### src/rtl/verify_collector.sv
// verify_collector: snoops core 7 result reads, checks them against a golden checksum
// and streams the captured 16-word buffer out over a valid/ready port.
module verify_collector #(
    parameter int          BASE         = 32,
    parameter int          SETTLE       = 24,
    parameter int          TIMEOUT      = 4096,
    parameter logic [15:0] EXPECTED_SUM = 16'h0000
) (
    input  logic        clk,
    input  logic        reset,
    input  logic        ready_i,
    input  logic        we_i,
    input  logic [31:0] adr_i,
    input  logic [31:0] rdata_i,
    output logic        done_o,
    output logic        pass_o,
    output logic        timeout_o,
    output logic        unstable_o,
    output logic [15:0] sum_o,
    output logic [15:0] valid_mask_o,
    output logic        out_valid_o,
    input  logic        out_ready_i,
    output logic [3:0]  out_idx_o,
    output logic [15:0] out_data_o
);
    localparam int CW = $clog2((TIMEOUT > SETTLE ? TIMEOUT : SETTLE) + 1);

    typedef enum logic [2:0] {S_IDLE, S_SETTLE, S_COLLECT, S_DONE, S_DRAIN, S_HOLD} state_t;

    state_t        r_state, w_next;
    logic          r_ready_q;
    logic [CW-1:0] r_cnt;
    logic [15:0]   r_buf [16];
    logic [15:0]   r_mask, r_sum;
    logic          r_done, r_pass, r_timeout, r_unstable;
    logic [3:0]    r_idx;

    logic          w_fall, w_rise, w_hit, w_new, w_diff, w_full, w_tmo, w_xfer, w_unused;
    logic [6:0]    w_word, w_off;
    logic [3:0]    w_idx;
    logic [15:0]   w_mask_nxt, w_sum_nxt;

    assign w_fall     = r_ready_q & ~ready_i;
    assign w_rise     = ~r_ready_q & ready_i;
    assign w_word     = adr_i[8:2];
    assign w_off      = w_word - 7'(BASE);
    assign w_idx      = w_off[3:0];
    // an abort on the same cycle suppresses the capture
    assign w_hit      = r_state == S_COLLECT && !w_rise && !we_i && w_word >= 7'(BASE) && w_off < 7'd16;
    assign w_new      = w_hit && !r_mask[w_idx];
    assign w_diff     = w_hit && r_mask[w_idx] && r_buf[w_idx] != rdata_i[15:0];
    assign w_mask_nxt = r_mask | (w_new ? 16'(1) << w_idx : 16'h0000);
    assign w_sum_nxt  = r_sum + (w_new ? rdata_i[15:0] : 16'h0000);
    assign w_full     = &w_mask_nxt;
    assign w_tmo      = r_cnt == CW'(TIMEOUT - 1);
    assign w_xfer     = out_valid_o && out_ready_i;
    assign w_unused   = ^{adr_i[31:9], adr_i[1:0], rdata_i[31:16]};

    always_comb begin
        w_next = r_state;
        case (r_state)
            S_IDLE:    w_next = w_fall ? S_SETTLE : S_IDLE;
            S_SETTLE:  w_next = w_rise ? S_IDLE : (r_cnt == CW'(SETTLE - 1) ? S_COLLECT : S_SETTLE);
            S_COLLECT: w_next = w_rise ? S_IDLE : (w_full || w_tmo ? S_DONE : S_COLLECT);
            S_DONE:    w_next = S_DRAIN;
            S_DRAIN:   w_next = w_rise ? S_IDLE : (w_xfer && &r_idx ? S_HOLD : S_DRAIN);
            S_HOLD:    w_next = w_rise ? S_IDLE : S_HOLD;
            default:   w_next = S_IDLE;
        endcase
    end

    always_ff @(posedge clk or negedge reset) begin
        if (!reset) begin
            r_state    <= S_IDLE;
            r_ready_q  <= 1'b0;
            r_cnt      <= '0;
            r_mask     <= '0;
            r_sum      <= '0;
            r_done     <= 1'b0;
            r_pass     <= 1'b0;
            r_timeout  <= 1'b0;
            r_unstable <= 1'b0;
            r_idx      <= '0;
            for (int i = 0; i < 16; i++) r_buf[i] <= '0;
        end else begin
            r_state   <= w_next;
            r_ready_q <= ready_i;
            if (r_state == S_IDLE && w_fall) begin
                r_cnt      <= '0;
                r_mask     <= '0;
                r_sum      <= '0;
                r_done     <= 1'b0;
                r_pass     <= 1'b0;
                r_timeout  <= 1'b0;
                r_unstable <= 1'b0;
                r_idx      <= '0;
            end
            if (r_state == S_SETTLE) r_cnt <= w_next == S_COLLECT ? '0 : r_cnt + 1'b1;
            if (r_state == S_COLLECT && !w_rise) begin
                r_cnt  <= r_cnt + 1'b1;
                r_mask <= w_mask_nxt;
                r_sum  <= w_sum_nxt;
                if (w_new) r_buf[w_idx] <= rdata_i[15:0];
                if (w_diff) r_unstable <= 1'b1;
                // completion on the expiry cycle wins over the timeout
                if (w_full || w_tmo) begin
                    r_done    <= 1'b1;
                    r_timeout <= !w_full;
                    r_pass    <= w_full && !r_unstable && w_sum_nxt == EXPECTED_SUM;
                end
            end
            if (w_xfer) r_idx <= r_idx + 1'b1;
        end
    end

    assign done_o       = r_done;
    assign pass_o       = r_pass;
    assign timeout_o    = r_timeout;
    assign unstable_o   = r_unstable;
    assign sum_o        = r_sum;
    assign valid_mask_o = r_mask;
    assign out_valid_o  = r_state == S_DRAIN && !w_rise;
    assign out_idx_o    = r_idx;
    assign out_data_o   = out_valid_o && r_mask[r_idx] ? r_buf[r_idx] : 16'h0000;
endmodule
### config.mk
export PLATFORM = sky130hd
export DESIGN_NAME = verify_collector
export DESIGN_NICKNAME = d
export VERILOG_FILES = /design/src/rtl/verify_collector.sv
export SDC_FILE = /design/constraint.sdc
export NUM_CORES = 1
export LEC_CHECK = 0
export BUFFER_PORTS_ARGS = -buffer_cell sky130_fd_sc_hd__buf_2
export CELL_PAD_IN_SITES_DETAIL_PLACEMENT = 0
export CELL_PAD_IN_SITES_GLOBAL_PLACEMENT = 1
export CORE_ASPECT_RATIO = 1.2
export CORE_UTILIZATION = 30
export DETAILED_ROUTE_END_ITERATION = 8
export PLACE_DENSITY_LB_ADDON = 0.1
export SYNTH_ARGS = -nofsm -noshare
export SYNTH_HDL_FRONTEND = slang
export SYNTH_SLANG_ARGS = --single-unit
### constraint.sdc
create_clock -name clk -period 7.1 [get_ports clk]
set_clock_uncertainty 0.15 [all_clocks]
set_input_delay 1.42 -clock clk [delete_from_list [all_inputs] [get_ports clk]]
set_output_delay 1.42 -clock clk [all_outputs]
set_load 0.05 [all_outputs]
; Word-level counts from Yosys, hierarchy flattened
; Index checks and enable logic that the tools add are counted.
[op_classes]
n_eq_ne = 9
muxes = 46
n_reduce_logical = 29
shift = 1
add_sub_neg = 4
magnitude_cmp = 7
bitwise_logic = 7
[ops]
columns = op, count
row1 = $bwmux 256, 1
row2 = $mux 16, 11
row3 = $bmux 16 s4, 2
row4 = $demux 16 s4, 1
row5 = $mux 13, 4
row6 = $pmux 3 s6, 1
row7 = $mux 1, 17
row8 = $add 16x16->16, 1
row9 = $logic_not 16->1, 1
row10 = $ne 16x16->1, 1
row11 = $or 16x16->16, 1
row12 = $reduce_and 16->1, 1
row13 = $shl 1x4->16 const A, 1
row14 = $logic_and 1x1->1, 15
row15 = $add 13x1->13 const B, 1
row16 = $eq 13x12->1 const B, 1
row17 = $eq 13x5->1 const B, 1
row18 = $ge 5x5->1 const B, 2
row19 = $lt 4x5->1 const B, 2
row20 = $not 4->5, 2
row21 = $eq 3x2->1 const B, 3
row22 = $bmux 1 s4, 2
row23 = $mux 4, 2
row24 = $ge 7x6->1 const B, 1
row25 = 17 further kinds, 28
[totals]
reg_bits = 313
wordCells = 129
output_inout_bits = 57

; Longest topological paths before layout
[logic_depth]
ltp_word = 19
mapped_depth = 18
mapped_depth_nobuf = 14

; Least setup slack after synthesis
; OpenSTA, ideal clock, no wires.
[synth_timing]
kind = input -> register
start = input adr_i[2]
end = register r_pass, in the netlist pass_o
cell_stages = 15
t_required_ps = 6885
arrival_time_ps = 5078
setup_time_ps = 65
setup_slack_ps = 1807
cell_sequence = buf_2 > mux4_2 > mux4_2 > nor3_4 > clkbuf_1 > and2_1 > ha_1 > a21o_1 > a211oi_1 > o22ai_1 > o31a_1 > or3_1 > a211oi_1 > o2111a_1 > a21o_1
[synth_between]
elab_chain_len = 12
word_cells_on_any_way = 21
cone_classes = 2 x add/sub / 2 x order compare / 1 x shift / 6 x mux / 1 x bitwise / 9 x reduce/logical
[synth_rtl]
columns = item, line
row1 = start: declaration, 13  ; input logic [31:0] adr_i,
row2 = "parallel branches: the longest is 10 deep, another holds $add 16x16->16", -
row3 = $mux 1 (*), 106  ; if (w_full || w_tmo) begin
row4 = $mux 1 (*), 99  ; if (r_state == S_COLLECT && !w_rise) begin
row5 = end signal: assignment, 80  ; r_pass <= 1'b0;
row6 = end signal: assignment, 93  ; r_pass <= 1'b0;
row7 = end signal: assignment, 109  ; r_pass <= w_full && !r_unstable && w_sum_nxt == EXPECTED_SUM;
row8 = end: declaration, 35  ; logic r_done, r_pass, r_timeout, r_unstable;
; Mark *: on every way between the ends. The select of a mux whose other input is x is not followed.
; A chain may end at the register's enable or synchronous reset.

; Worst setup path after layout
; Ends and elaborated chain as after synthesis.

==> qor.yml <==
hold_path:
  worstHoldStart: "done_o"
  hold_end: "done_o"
  min_path_cells: 1
  hold_path.class: "flop to flop"
power_and_ir_drop:
  powerDensity_nw_per_um2: 208
  p_comb_share_pct: 4.8
  internal-power_mw: 3.20
  p_clk_share_pct: 51.9
  total_power_mw: 4.19
  swShare_pct: 23.7
  power_frac_seq_pct: 43.3
  peakVddDrop_mv: 0.151
  p_leak_nw: 9.22
  p_sw_mw: 0.994
place:
  placed_cell_area_sq_um: 18800
  gp_congestion: 0.803
  port_buffers: 84
  place_ws_ns: 0.773
  dp_hpwl_um: 34700
setup_path:
  cp_top_family: "simple AND/OR/NAND/NOR gates"
  cp-end-kind: "flop"
  setup.worst_path.start: "adr_i[2]"
  r2r-end: "pass_o"
  reg2reg_depth: 13
  ff2ff_setup_slack_ns: 2.38
  path_cells: "buf_4 -> mux4_2 -> mux4_2 -> nor3_4 -> and2_1 -> ha_1 -> a211oi_1 -> o21ai_0 -> and3_1 -> xor2_1 -> or4_1 -> nor3_1 -> o2111a_1 -> a21o_1"
  worstSetupStartpointType: "input port"
  cp_common_cell: "mux4_2"
  slowest_stage: "mux4_2"
  worstSetupPathType: "input port to flop"
  crit_fanout: 30
  crit_buf_inv: 1
  rr_startpoint: "valid_mask_o[6]"
  cp_data_arrival_time_ns: 6.06
  critPathRequiredTime_ns: 7.45
  slowest_delay_ns: 0.64
logic_synthesis:
  synth_flop_cell: "dfrtp_1"
  yosys_warnings: 0
  syn-cell-area_sq_um: 17500
  synth_commonest_cells: "313 x dfrtp_1, 256 x mux2_2, 170 x mux4_2"
  ys_seq_elements: 313
  synthCells: 1228
  yosysTopAreaCell: "dfrtp_1"
  synth_area_per_cell_sq_um: 14.3
  yosys-top-cells-area: "dfrtp_1 45%, mux4_2 22%, mux2_2 16%"
  synth_top_area_share_pct: 44.7
  syn_nets: 1315
  synth.most_common_cell: "dfrtp_1"
  ys_async_sr_fraction_pct: 100
  synth_cell_types: 61
  ys_seq_area_share_pct: 44.7
  synth_edf_count: 0
global_routing:
  grt-ovfl-total: 0
  grt_max_degree: 129
  antenna_found_initial: 4
  grt_pass1_vias: 12100
  grt_pass1_wl_um: 83300
  grt_util_all_layers_pct: 19.4
route:
  drt_iter0_markers: 664
  route.detailed.drc: 0
  wl_per_cell_um: 27.2
  firstDrtPassIters: 8
  drt_wl_total_um: 55700
  antenna_left: 0
  vias: 11300
  viasPerCell: 5.53
status:
  status: "finished clean"
clock_tree:
  ctsResizeCount: 0
  numCtsBuffers: 39
  cts_sinks: 313
  cts_tree: "yes"
  cts_hold_buf: 0
  clock_path_buffers: 3
  clkTransAtPathRegs_ns: 0.06
  cts_setup_buffers: 0
  clock_latency_ns: 0.57
  htreeDepth: 2
  clockRootBuffer: "clkbuf_16"
floorplan:
  ioPinCount: 126
  die_w_um: 223
  dieHeight_um: 267
  core_area_sq_um: 57400
  die-area_sq_um: 59400
  start_util_pct: 30.5
  rows: 96
layout:
  syn2layout_area_growth_pct: 15.1
  fin_nets: 1370
  stdcell_area_sq_um: 20200
  drive_above_1_share_pct: 47.9
timing:
  tightest_slew_ns: 1.03
  relSlewSlack_pct: 31.2
  worst_slack_ns: 1.39
  rsz0062_at_grt: "no"
  min_period_ns: 5.71
  setup_viol: 0
  fmax_ghz: 0.175
  hold_violations: 0
  fin_crit_sh_pct: 80.4
  tns_ns: 0
  slew_viol_final: 0
run:
  cap_violations: 0
-- stage by stage --
step                std cells  hold slack, ns  util, %
floorplan                1228           0.336        -
finish                   2050           0.322     35.1
CTS                      2048           0.330     35.1
global placement         1977           0.308     32.7
detailed placement       1977           0.316     32.7
global route             2048           0.345     35.1
-- final cells by class --
cell class	instances	area (sq um)
multi-input combinational	795	9210
inverter	12	45.0
sequential	313	7840
antenna	2	5.00
timing repair buffer	122	746
tap	735	920
fill	5651	37300
clock buffer	59	1190
clock inverter	12	203
-- flip-flops by register name, summed over array words and instances, names as in the netlist --
name          cells
pass_o            1
r_ready_q         1
sum_o            16
r_buf           256
unstable_o        1
valid_mask_o     16
out_idx_o         4
r_state           3
done_o            1
r_cnt            13
timeout_o         1
-- power groups by stage --
| stage | Sequential (mW) | Clock [mW] | Combinational (mW) |
|---|---|---|---|
| floorplan | 1.84 | 0 | 0.112 |
| global placement | 1.85 | 0 | 0.208 |
| detailed placement | 1.85 | 0 | 0.208 |
| CTS | 1.82 | 2.25 | 0.208 |
| global route | 1.82 | 2.31 | 0.224 |
| finish | 1.82 | 2.17 | 0.200 |
-- routing by layer --
metal,vias up,wire [um],GRT usage [%]
met5,-,11,0
met4,2,1230,5.41
met3,67,2350,2.97
met1,6144,24700,25.7
met2,245,27400,32.7
li1,4881,-,-
-- kinds of logic (layout without fill, tap and decap cells) --
logic type,after synthesis,count (layout),synth area share (%)
AOI/OAI and AO/OA,99,99,3.82
xor gates and xnor gates,38,38,1.90
adders and majority gates,18,18,1.33
buffers and inverters,120,205,2.91
DFF,313,313,44.7
muxes,431,431,38.6
other,0,2,0
and+or+nand+nor,209,209,6.71
-- worst max path at each step --
| stage | to | slack (ns) | cells past startpoint |
|---|---|---|---|
| floorplan | pass_o | 1.81 | 15 |
| global placement | pass_o | 0.74 | 14 |
| detailed placement | pass_o | 0.77 | 15 |
| CTS | pass_o | 1.37 | 15 |
| global route | pass_o | 1.17 | 15 |
| finish | pass_o | 1.39 | 14 |
-- cells in the final DEF, fill, tap and decap left out, drive strengths merged, types with 11 or more instances in the layout --
cell and n:
o21ai 19, mux4 170, buf 122, nand4 11, and3 24, and2 18
xor2 25, a21oi 25, nor4 16, a22o 13, mux2 256, nor3 14
ha 17, nand2 31, nand3 15, clkbuf 59, nor2 45, dfrtp 313
inv 13, xnor2 13
Power figures use the tool's default switching activity.
